## config.mk

```make
export PLATFORM = sky130hd
export DESIGN_NAME = exception_controller
export DESIGN_NICKNAME = d
export VERILOG_FILES = /design/src/rtl/exception_controller_pkg.sv /design/src/rtl/exception_priority.sv /design/src/rtl/exception_controller.sv
export SDC_FILE = /design/constraint.sdc
export NUM_CORES = 1
export LEC_CHECK = 0
export BUFFER_PORTS_ARGS = -buffer_cell sky130_fd_sc_hd__buf_2
export CAP_MARGIN = 20
export CORE_MARGIN = 4
export CORE_UTILIZATION = 47
export CTS_BUF_LIST = sky130_fd_sc_hd__clkbuf_16
export CTS_CLUSTER_DIAMETER = 150
export DETAILED_ROUTE_END_ITERATION = 10
export GPL_TIMING_DRIVEN = 0
export PLACE_DENSITY = 0.8
export REMOVE_ABC_BUFFERS = 1
export SLEW_MARGIN = 40
export SYNTH_ARGS = -nofsm -noshare
export SYNTH_HDL_FRONTEND = slang
export SYNTH_HIERARCHICAL = 1
export SYNTH_SLANG_ARGS = --single-unit
```

## constraint.sdc

```tcl
create_clock -name clock -period 1.9 [get_ports clock]
set_input_delay 0.095 -clock clock [delete_from_list [all_inputs] [get_ports clock]]
set_output_delay 0.095 -clock clock [all_outputs]
set_load 0.01 [all_outputs]
```

## src/rtl/exception_controller_pkg.sv

```systemverilog
// Shared definitions for the exception controller and the coprocessor register file.
// Holds the cause codes, FSM state encoding and default handler entry address.
package exception_controller_pkg;

    typedef enum logic [1:0] {
        CAUSE_NONE     = 2'd0,
        CAUSE_OVERFLOW = 2'd1,
        CAUSE_IO       = 2'd2,
        CAUSE_DOUBLE   = 2'd3
    } cause_e;

    typedef enum logic [2:0] {
        ST_IDLE    = 3'd0,
        ST_CAPTURE = 3'd1,
        ST_SAVE    = 3'd2,
        ST_VECTOR  = 3'd3,
        ST_HANDLER = 3'd4,
        ST_RETURN  = 3'd5,
        ST_FATAL   = 3'd6
    } state_e;

    localparam logic [15:0] HANDLER_ADDR_DEFAULT = 16'h0100;

endpackage

```

## src/rtl/exception_priority.sv

```systemverilog
// Trap selection for a retiring instruction: overflow beats a pending I/O request.
// EPC is the faulting pc for overflow, or the following instruction for I/O.
module exception_priority
    import exception_controller_pkg::*;
#(
    parameter int DATA_W    = 16,
    parameter int INST_STEP = 2
) (
    input  logic              i_inst_valid,
    input  logic              i_overflow,
    input  logic              i_io_request,
    input  logic              i_interrupts_enabled,
    input  logic [DATA_W-1:0] i_pc,
    output logic              o_take,
    output cause_e            o_cause,
    output logic [DATA_W-1:0] o_epc
);

    logic w_ovf;
    logic w_io;

    assign w_ovf = i_inst_valid & i_overflow;
    assign w_io  = i_inst_valid & i_io_request & i_interrupts_enabled;

    always_comb begin
        o_take  = w_ovf | w_io;
        o_cause = CAUSE_NONE;
        o_epc   = i_pc;
        if (w_ovf) begin
            o_cause = CAUSE_OVERFLOW;
        end else if (w_io) begin
            // Interrupted instruction has completed, so resume after it; wraps at 2^DATA_W.
            o_cause = CAUSE_IO;
            o_epc   = i_pc + DATA_W'(INST_STEP);
        end
    end

endmodule

```

## src/rtl/exception_controller.sv

```systemverilog
// Exception sequencing FSM: captures cause/EPC, saves context, vectors to the handler
// and restores on eret. A fault inside the handler is a double fault and locks up.
//
// state   | meaning
// IDLE    | user mode, watching for traps
// CAPTURE | write cause and EPC to the coprocessor
// SAVE    | copy mary/shelley to backups
// VECTOR  | redirect to handler, ack I/O, enter kernel mode
// HANDLER | kernel code running, waits for eret
// RETURN  | restore context, redirect to EPC
// FATAL   | double fault, stalled until reset
module exception_controller
    import exception_controller_pkg::*;
#(
    parameter int                DATA_W       = 16,
    parameter logic [DATA_W-1:0] HANDLER_ADDR = DATA_W'(HANDLER_ADDR_DEFAULT),
    parameter int                INST_STEP    = 2
) (
    input  logic              clock,
    input  logic              reset_n,
    input  logic              overflow,
    input  logic              io_request,
    input  logic              interrupts_enabled,
    input  logic              inst_valid,
    input  logic              eret,
    input  logic [DATA_W-1:0] pc,
    output logic              cause_write,
    output logic [1:0]        cause_code,
    output logic              epc_write,
    output logic [DATA_W-1:0] epc_value,
    output logic              save_write,
    output logic              restore,
    output logic              pc_redirect,
    output logic [DATA_W-1:0] redirect_addr,
    output logic              stall,
    output logic              io_ack,
    output logic              mode
);

    state_e            r_state;
    state_e            w_next;
    cause_e            r_cause;
    logic [DATA_W-1:0] r_epc;
    logic              r_io_trap;
    logic              r_fatal_entry;

    logic              w_take;
    cause_e            w_cause;
    logic [DATA_W-1:0] w_epc;
    logic              w_retire_ovf;
    logic              w_retire_eret;

    assign w_retire_ovf  = inst_valid & overflow;
    assign w_retire_eret = inst_valid & eret;

    exception_priority #(
        .DATA_W    (DATA_W),
        .INST_STEP (INST_STEP)
    ) u_priority (
        .i_inst_valid         (inst_valid),
        .i_overflow           (overflow),
        .i_io_request         (io_request),
        .i_interrupts_enabled (interrupts_enabled),
        .i_pc                 (pc),
        .o_take               (w_take),
        .o_cause              (w_cause),
        .o_epc                (w_epc)
    );

    always_ff @(posedge clock or negedge reset_n) begin
        if (!reset_n) begin
            r_state       <= ST_IDLE;
            r_cause       <= CAUSE_NONE;
            r_epc         <= '0;
            r_io_trap     <= 1'b0;
            r_fatal_entry <= 1'b0;
        end else begin
            r_state       <= w_next;
            r_fatal_entry <= 1'b0;
            if (r_state == ST_IDLE && w_take) begin
                r_cause   <= w_cause;
                r_epc     <= w_epc;
                r_io_trap <= (w_cause == CAUSE_IO);
            end
            // Double fault keeps the original EPC so the coprocessor still shows the first trap site.
            if (r_state == ST_HANDLER && w_retire_ovf) begin
                r_cause       <= CAUSE_DOUBLE;
                r_fatal_entry <= 1'b1;
            end
        end
    end

    always_comb begin
        w_next        = r_state;
        cause_write   = 1'b0;
        epc_write     = 1'b0;
        save_write    = 1'b0;
        restore       = 1'b0;
        pc_redirect   = 1'b0;
        redirect_addr = '0;
        stall         = 1'b0;
        io_ack        = 1'b0;
        mode          = 1'b0;
        unique case (r_state)
            ST_IDLE: begin
                if (w_take) w_next = ST_CAPTURE;
            end
            ST_CAPTURE: begin
                cause_write = 1'b1;
                epc_write   = 1'b1;
                stall       = 1'b1;
                w_next      = ST_SAVE;
            end
            ST_SAVE: begin
                save_write = 1'b1;
                stall      = 1'b1;
                w_next     = ST_VECTOR;
            end
            ST_VECTOR: begin
                pc_redirect   = 1'b1;
                redirect_addr = HANDLER_ADDR;
                io_ack        = r_io_trap;
                stall         = 1'b1;
                mode          = 1'b1;
                w_next        = ST_HANDLER;
            end
            ST_HANDLER: begin
                mode = 1'b1;
                if (w_retire_ovf)       w_next = ST_FATAL;
                else if (w_retire_eret) w_next = ST_RETURN;
            end
            ST_RETURN: begin
                restore       = 1'b1;
                pc_redirect   = 1'b1;
                redirect_addr = r_epc;
                stall         = 1'b1;
                mode          = 1'b1;
                w_next        = ST_IDLE;
            end
            ST_FATAL: begin
                cause_write = r_fatal_entry;
                stall       = 1'b1;
                mode        = 1'b1;
            end
            default: w_next = ST_IDLE;
        endcase
    end

    assign cause_code = r_cause;
    assign epc_value  = r_epc;

endmodule

```

==> results of run 1 <==
-- per-layer routing --
| layer | vias to the layer above | GRT usage, % | wire length, um |
|---|---|---|---|
| met2 | 47 | 29.5 | 1630 |
| li1 | 605 | - | - |
| met5 | - | 0 | 0 |
| met4 | 0 | 4.85 | 23 |
| met3 | 2 | 4.03 | 258 |
| met1 | 570 | 21.1 | 1360 |
-- cell usage after synthesis --
master     count  area, um2
and3b_1        1       8.76
o21ai_0        2       10.0
ha_1           1       12.5
nor4b_4        1       23.8
and3_1         2       12.5
nand4b_1       1       8.76
mux2i_1        3       30.0
buf_2          4       20.0
a211oi_1       1       7.51
nand2b_1       3       18.8
nor3_1         2       10.0
buf_4          2       15.0
nor2_1         4       15.0
and2_1        18        113
nand4b_4       1       23.8
nand3_2        1       10.0
nor2b_1        1       6.26
xor2_1         1       8.76
a21boi_0       1       7.51
nand4_1        7       43.8
dfrtp_1       23        576
a21oi_1        1       5.00
nand3_1        2       10.0
nor3b_2        1       12.5
nand3b_1       1       7.51
nand2_1       11       41.3
and4_1         2       17.5
inv_1          4       15.0
buf_6          2       22.5
mux2_2        16        180
nor3b_1        1       7.51
a31oi_1        1       6.26
xnor2_1       14        123
o21bai_1       1       7.51
nand4bb_1      1       11.3
nor3_4         1       16.3
-- flip-flops by register name, summed over array words and instances, names as in the netlist --
signal and flops:
cause_code 2, epc_value 16, r_fatal_entry 1, r_io_trap 1, r_state 3
-- cells by family (layout without fill, tap and decap cells) --
kind of cell	after synthesis	in the layout	share of synthesized area, %
compound gates	7	7	2.99
xor+xnor	15	15	8.97
fa+ha+maj	1	1	0.855
buf+inv	12	75	4.96
flops	23	23	39.3
mux	19	19	14.4
simple gates	62	62	28.5
-- power groups by stage --
stage	Sequential [mW]	Clock, mW	Combinational [mW]
2_1_floorplan	1.02	0	0.530
6_report	0.956	0.451	1.06
3_3_place_gp	0.940	0	1.03
5_1_grt	1.01	0.491	1.17
3_5_place_dp	0.970	0	1.07
4_1_cts	0.960	0.466	1.08
-- timing repair --
action / CTS / global route
gates resized for setup: 0 / 1
hold endpoints to repair: 23 / 0
setup endpoints to repair: 0 / 18
hold buffers: 1 / 0
-- cell type report --
class                   count  area, um2
clock buffers               3       75.1
inverters                   4       15.0
fillers                   237        987
flip-flops and latches     23        576
repair buffers             67        349
well taps                  42       52.6
multi-input cells         104        817
clock inverters             1       5.00
-- path summary, 6_finish.rpt --
kind                                from            end  slack, ns  depth (start not counted)
min in group asynchronous        reset_n   epc_value[7]       0.36                          2
max reg2reg                   r_state[2]  epc_value[14]       0.14                          3
min reg2reg                cause_code[0]  cause_code[0]       0.51                          2
min                                pc[0]   epc_value[0]       0.08                          2
max                           r_state[2]  epc_value[14]       0.14                          3
max in group asynchronous        reset_n  epc_value[10]       1.20                          2
-- stage by stage --
step | hold slack [ns] | cell area, um2 | util [%]
2_1_floorplan | -0.201 | 1410 | -
5_1_grt | 0.0780 | 1890 | 65.7
4_1_cts | 0.0705 | 1890 | 65.6
3_3_place_gp | 0.0924 | 1780 | 61.9
6_report | 0.0753 | 1890 | 65.7
3_5_place_dp | 0.0958 | 1800 | 62.5
-- worst max-delay path: cells and delay by family (launching register included) --
kind                   cells  cell delay (ns)
multiplexers               1             0.34
buffers and inverters      1             0.25
AND/OR/NAND/NOR            1             0.49
flip-flops                 1             0.56
-- cells in the final DEF, fill, tap and decap left out, drive strengths merged, types with 2 or more instances in the layout --
| cell type | count |
|---|---|
| nor2 | 4 |
| nand2b | 3 |
| and2 | 18 |
| dfrtp | 23 |
| mux2 | 16 |
| and4 | 2 |
| xnor2 | 14 |
| mux2i | 3 |
| clkbuf | 3 |
| buf | 66 |
| o21ai | 2 |
| inv | 4 |
| nand2 | 11 |
| nand3 | 3 |
| and3 | 2 |
| nor3 | 3 |
| nand4 | 7 |
| nand4b | 2 |
| nor3b | 2 |
==> metrics.cfg, run 1 <==
[placement]
dp.cells=239
hpwlAfterDp_um=2600
place.gp.congestion=0.784
port-buffer-count=64
preCtsSetupSlack_ns=0.132

[sta]
timing.setup.tns_ns=0
max_freq_ghz=0.567
rsz0062_at_grt=false
min_period_ns=1.76
finalSetupViolCount=0
worstMarginPinSlew_ns=0.507
slew-limit-headroom_pct=66.2
fin_crit_sh_pct=92.8
fin_worst_skew_ns=0.00142
drv_slew=0
hold_viol_final=0
setup_ws_ns=0.137

[detailed_routing]
wire_per_inst_um=13.4
num_vias=1224
drt_wl_total_um=3270
viasPerCell=5.02
ant_nets=0
dr.pass1.iters=4
drtIter0Drc=29
drc_errors=0

[floorplan]
ios=65
die_w_um=63.8
die_area_um2=4070
core_um2=2880
initial_core_util_pct=50.9
rows=19
fp.dieH_um=63.8

[cts]
clkSlewWorstSetupHoldPaths_ns=0.06
cts_made_buffers=3
insertion_delay_ns=0.25
cts_htree_levels=1
cts.sinks=23
clockRootBuffer=clkbuf_16
clk_path_buf_depth=2
cts_tree=done
cts_setup_buffers=0

[finish]
diodes=0
drive_above_1_share_pct=45.5
instances_no_fill=244
syn2layout_area_growth_pct=29.1
nets=227

[worst_setup_path]
crit_path_end_kind=flip-flop
slowest_stage=dfrtp_1
startpoint_type=flip-flop
crit_arrival_ns=1.90
cp_max_fo=14
path_cells=nor4b_4 > buf_4 > mux2_2
critical_path_class=flip-flop to flip-flop
required_ns=2.04
critPathMaxStageDelay_ns=0.56

[logic_synthesis]
yosysSeqAreaShare_pct=39.3
syn_inst=139
yosysWarnings=6
ys_ff_latch=23
syn_area_um2=1460
syn_avg_cell_area_um2=10.5
synthDistinctLibCells=36

[global_route]
grt_overflow=0
grt_first_pass_wirelength_um=5590
grt_pass1_vias=1219
antenna_found_initial=0
grt_max_degree=24
track_usage_pct=17.0

[pwr]
switching_share_pct=36.7
power_frac_clock_pct=18.3
p_int_mw=1.56
total_power_mw=2.47
p_leak_nw=0.946
p_comb_share_pct=42.9
p_seq_share_pct=38.8
power.net_switching_uw=905
peakVddDrop_mv=0.678
power_density_nw_per_um2=1300

[outcome]
status=completed

[flow_run]
maxCapViolCount=0

[hold_path]
min_path_type=input pin to flip-flop

No activity file was read; power rests on OpenSTA's default activity.
==> run 2, diff against run 1 <==
--- a/config.mk
+++ b/config.mk
@@ -5,7 +5,7 @@
 export SDC_FILE = /design/constraint.sdc
 export NUM_CORES = 1
 export LEC_CHECK = 0
-export BUFFER_PORTS_ARGS = -buffer_cell sky130_fd_sc_hd__buf_2
+export BUFFER_PORTS_ARGS = -buffer_cell sky130_fd_sc_hd__clkbuf_2
 export CAP_MARGIN = 20
 export CORE_MARGIN = 4
 export CORE_UTILIZATION = 47
==> metrics.cfg, run 2 (same netlist as run 1, synthesis figures left out) <==
[cts]
cts.sinks=23  ; unchanged
clkSlewWorstSetupHoldPaths_ns=0.06  ; about the same
cts_tree=done
cts_htree_levels=1  ; unchanged
cts_made_buffers=3  ; unchanged
cts_setup_buffers=0  ; unchanged
clockRootBuffer=clkbuf_16
clk_path_buf_depth=2  ; unchanged
insertion_delay_ns=0.25  ; about the same

[sta]
finalSetupViolCount=0  ; unchanged
worstMarginPinSlew_ns=0.573  ; +0.0661 ns
timing.setup.tns_ns=0  ; unchanged
fin_worst_skew_ns=0.00258  ; +0.00116 ns
min_period_ns=1.77  ; +0.0107 ns
drv_slew=0  ; unchanged
hold_viol_final=0  ; unchanged
rsz0062_at_grt=false
max_freq_ghz=0.564  ; -0.61%
fin_crit_sh_pct=93.4  ; +0.57 points
slew-limit-headroom_pct=61.8  ; -4.4 points
fin_worst_hold_slack_ns=0.0851  ; +0.00984 ns

[detailed_routing]
drc_errors=0  ; unchanged
viasPerCell=5.01  ; -0.16%
highest_layer=met3
num_vias=1222  ; -0.16%
dr.pass1.iters=4  ; unchanged
met1_length_um=1420  ; +4.3%
wl_met3_um=236  ; -8.5%
wire_per_inst_um=13.2  ; -1.3%
drt_wl_total_um=3230  ; -1.3%
drtIter0Drc=42  ; +45%
met2_length_um=1580  ; -3.4%
ant_nets=0  ; unchanged

[finish]
final_common_cell=clkbuf_2
diodes=0  ; unchanged
largest_reg_flops=16  ; unchanged
seq_area_um2=576  ; unchanged
layout_common_cells=clkbuf_2, dfrtp_1, and2_1
fillCellCount=231  ; -2.5%
drive_above_1_share_pct=45.0  ; -0.50 points
syn2layout_area_growth_pct=29.0  ; about the same
nets=227  ; unchanged
final_core_util_pct=65.6  ; about the same
multi_input_area_um2=817  ; unchanged

[placement]
place.gp.congestion=0.802  ; +2.2%
port-buffer-count=64  ; unchanged
hpwlAfterDp_um=2520  ; -3.1%

[worst_setup_path]
required_ns=2.03  ; about the same
slowest_stage=nor4b_4
startpoint_type=flip-flop
cp_max_fo=12  ; -2
crit_arrival_ns=1.90  ; about the same
critPathMaxStageDelay_ns=0.53  ; -0.03 ns
r2r_start=r_state[1]
critPathLaunch=r_state[1]
crit_path_end_kind=flip-flop
critical_path_class=flip-flop to flip-flop
path_cells=nor4b_4 > buf_4 > mux2_2

[floorplan]
die_w_um=63.8  ; unchanged
die_area_um2=4070  ; unchanged
initial_core_util_pct=50.9  ; unchanged
rows=19  ; unchanged
fp.dieH_um=63.8  ; unchanged
core_um2=2880  ; unchanged
ios=65  ; unchanged

[pwr]
power_density_nw_per_um2=1300  ; -0.22%
p_leak_nw=0.936  ; -1.1%
total_power_mw=2.46  ; -0.29%
peakVddDrop_mv=0.565  ; -17%

[flow_run]
maxCapViolCount=0  ; unchanged

[hold_path]
min-delay-start=pc[0]
min_path_type=input pin to flip-flop

[global_route]
grt_max_degree=24  ; unchanged
antenna_found_initial=0  ; unchanged
grt_pass1_vias=1218  ; -0.082%
track_usage_pct=17.1  ; +0.081 points
grt_first_pass_wirelength_um=5750  ; +3.0%
grt_overflow=0  ; unchanged

[outcome]
status=completed

-- run 2: path summary, 6_finish.rpt --
check,cells after the start,slack (ns),end
worst max-delay path,3,0.13,epc_value[14]
worst min-delay path,2,0.09,epc_value[0]
worst max register to register,3,0.13,epc_value[14]
worst min register to register,2,0.50,cause_code[1]
max in group asynchronous,2,1.15,epc_value[14]
min in group asynchronous,2,0.37,epc_value[7]
-- run 2: report_power, final --
group / switching [mW] / internal [mW]
Combinational: 0.508 / 0.547
Sequential: 0.239 / 0.726
Clock: 0.159 / 0.280
-- run 2: layer usage --
metal	track usage, %	up-vias
li1	-	610
met1	22.7	567
met2	29.7	45
met3	3.33	0
met4	2.43	0
met5	0	-
-- run 2: critical path, delay by kind of cell, from the launching register on --
family / cells / cell delay [ns]
mux: 1 / 0.35
buf+inv: 1 / 0.25
flops: 1 / 0.52
simple gates: 1 / 0.53
-- run 2: per-stage QoR --
step           worst slack [ns]  std cells  area, um2
6_report                  0.126        244       1890
3_5_place_dp              0.113        239       1800
3_3_place_gp             -0.241        237       1780
5_1_grt                 0.00556        244       1890
2_1_floorplan            0.0489        131       1410
4_1_cts                 0.00690        244       1890
-- run 2: what timing repair did --
action / 4_1_cts / 5_1_grt
hold endpoints to repair: 23 / 0
hold buffers: 1 / 0
endpoints found under the setup margin: 0 / 19
gates resized for setup: 0 / 1
-- run 2: layout make-up --
| class | count | share of cell area [%] |
|---|---|---|
| clock buffer | 3 | 3.98 |
| clock inverter | 1 | 0.199 |
| inverter | 4 | 0.795 |
| multi-input combinational | 104 | 43.3 |
| sequential | 23 | 30.5 |
| tap | 42 | 2.78 |
| timing repair buffer | 67 | 18.5 |
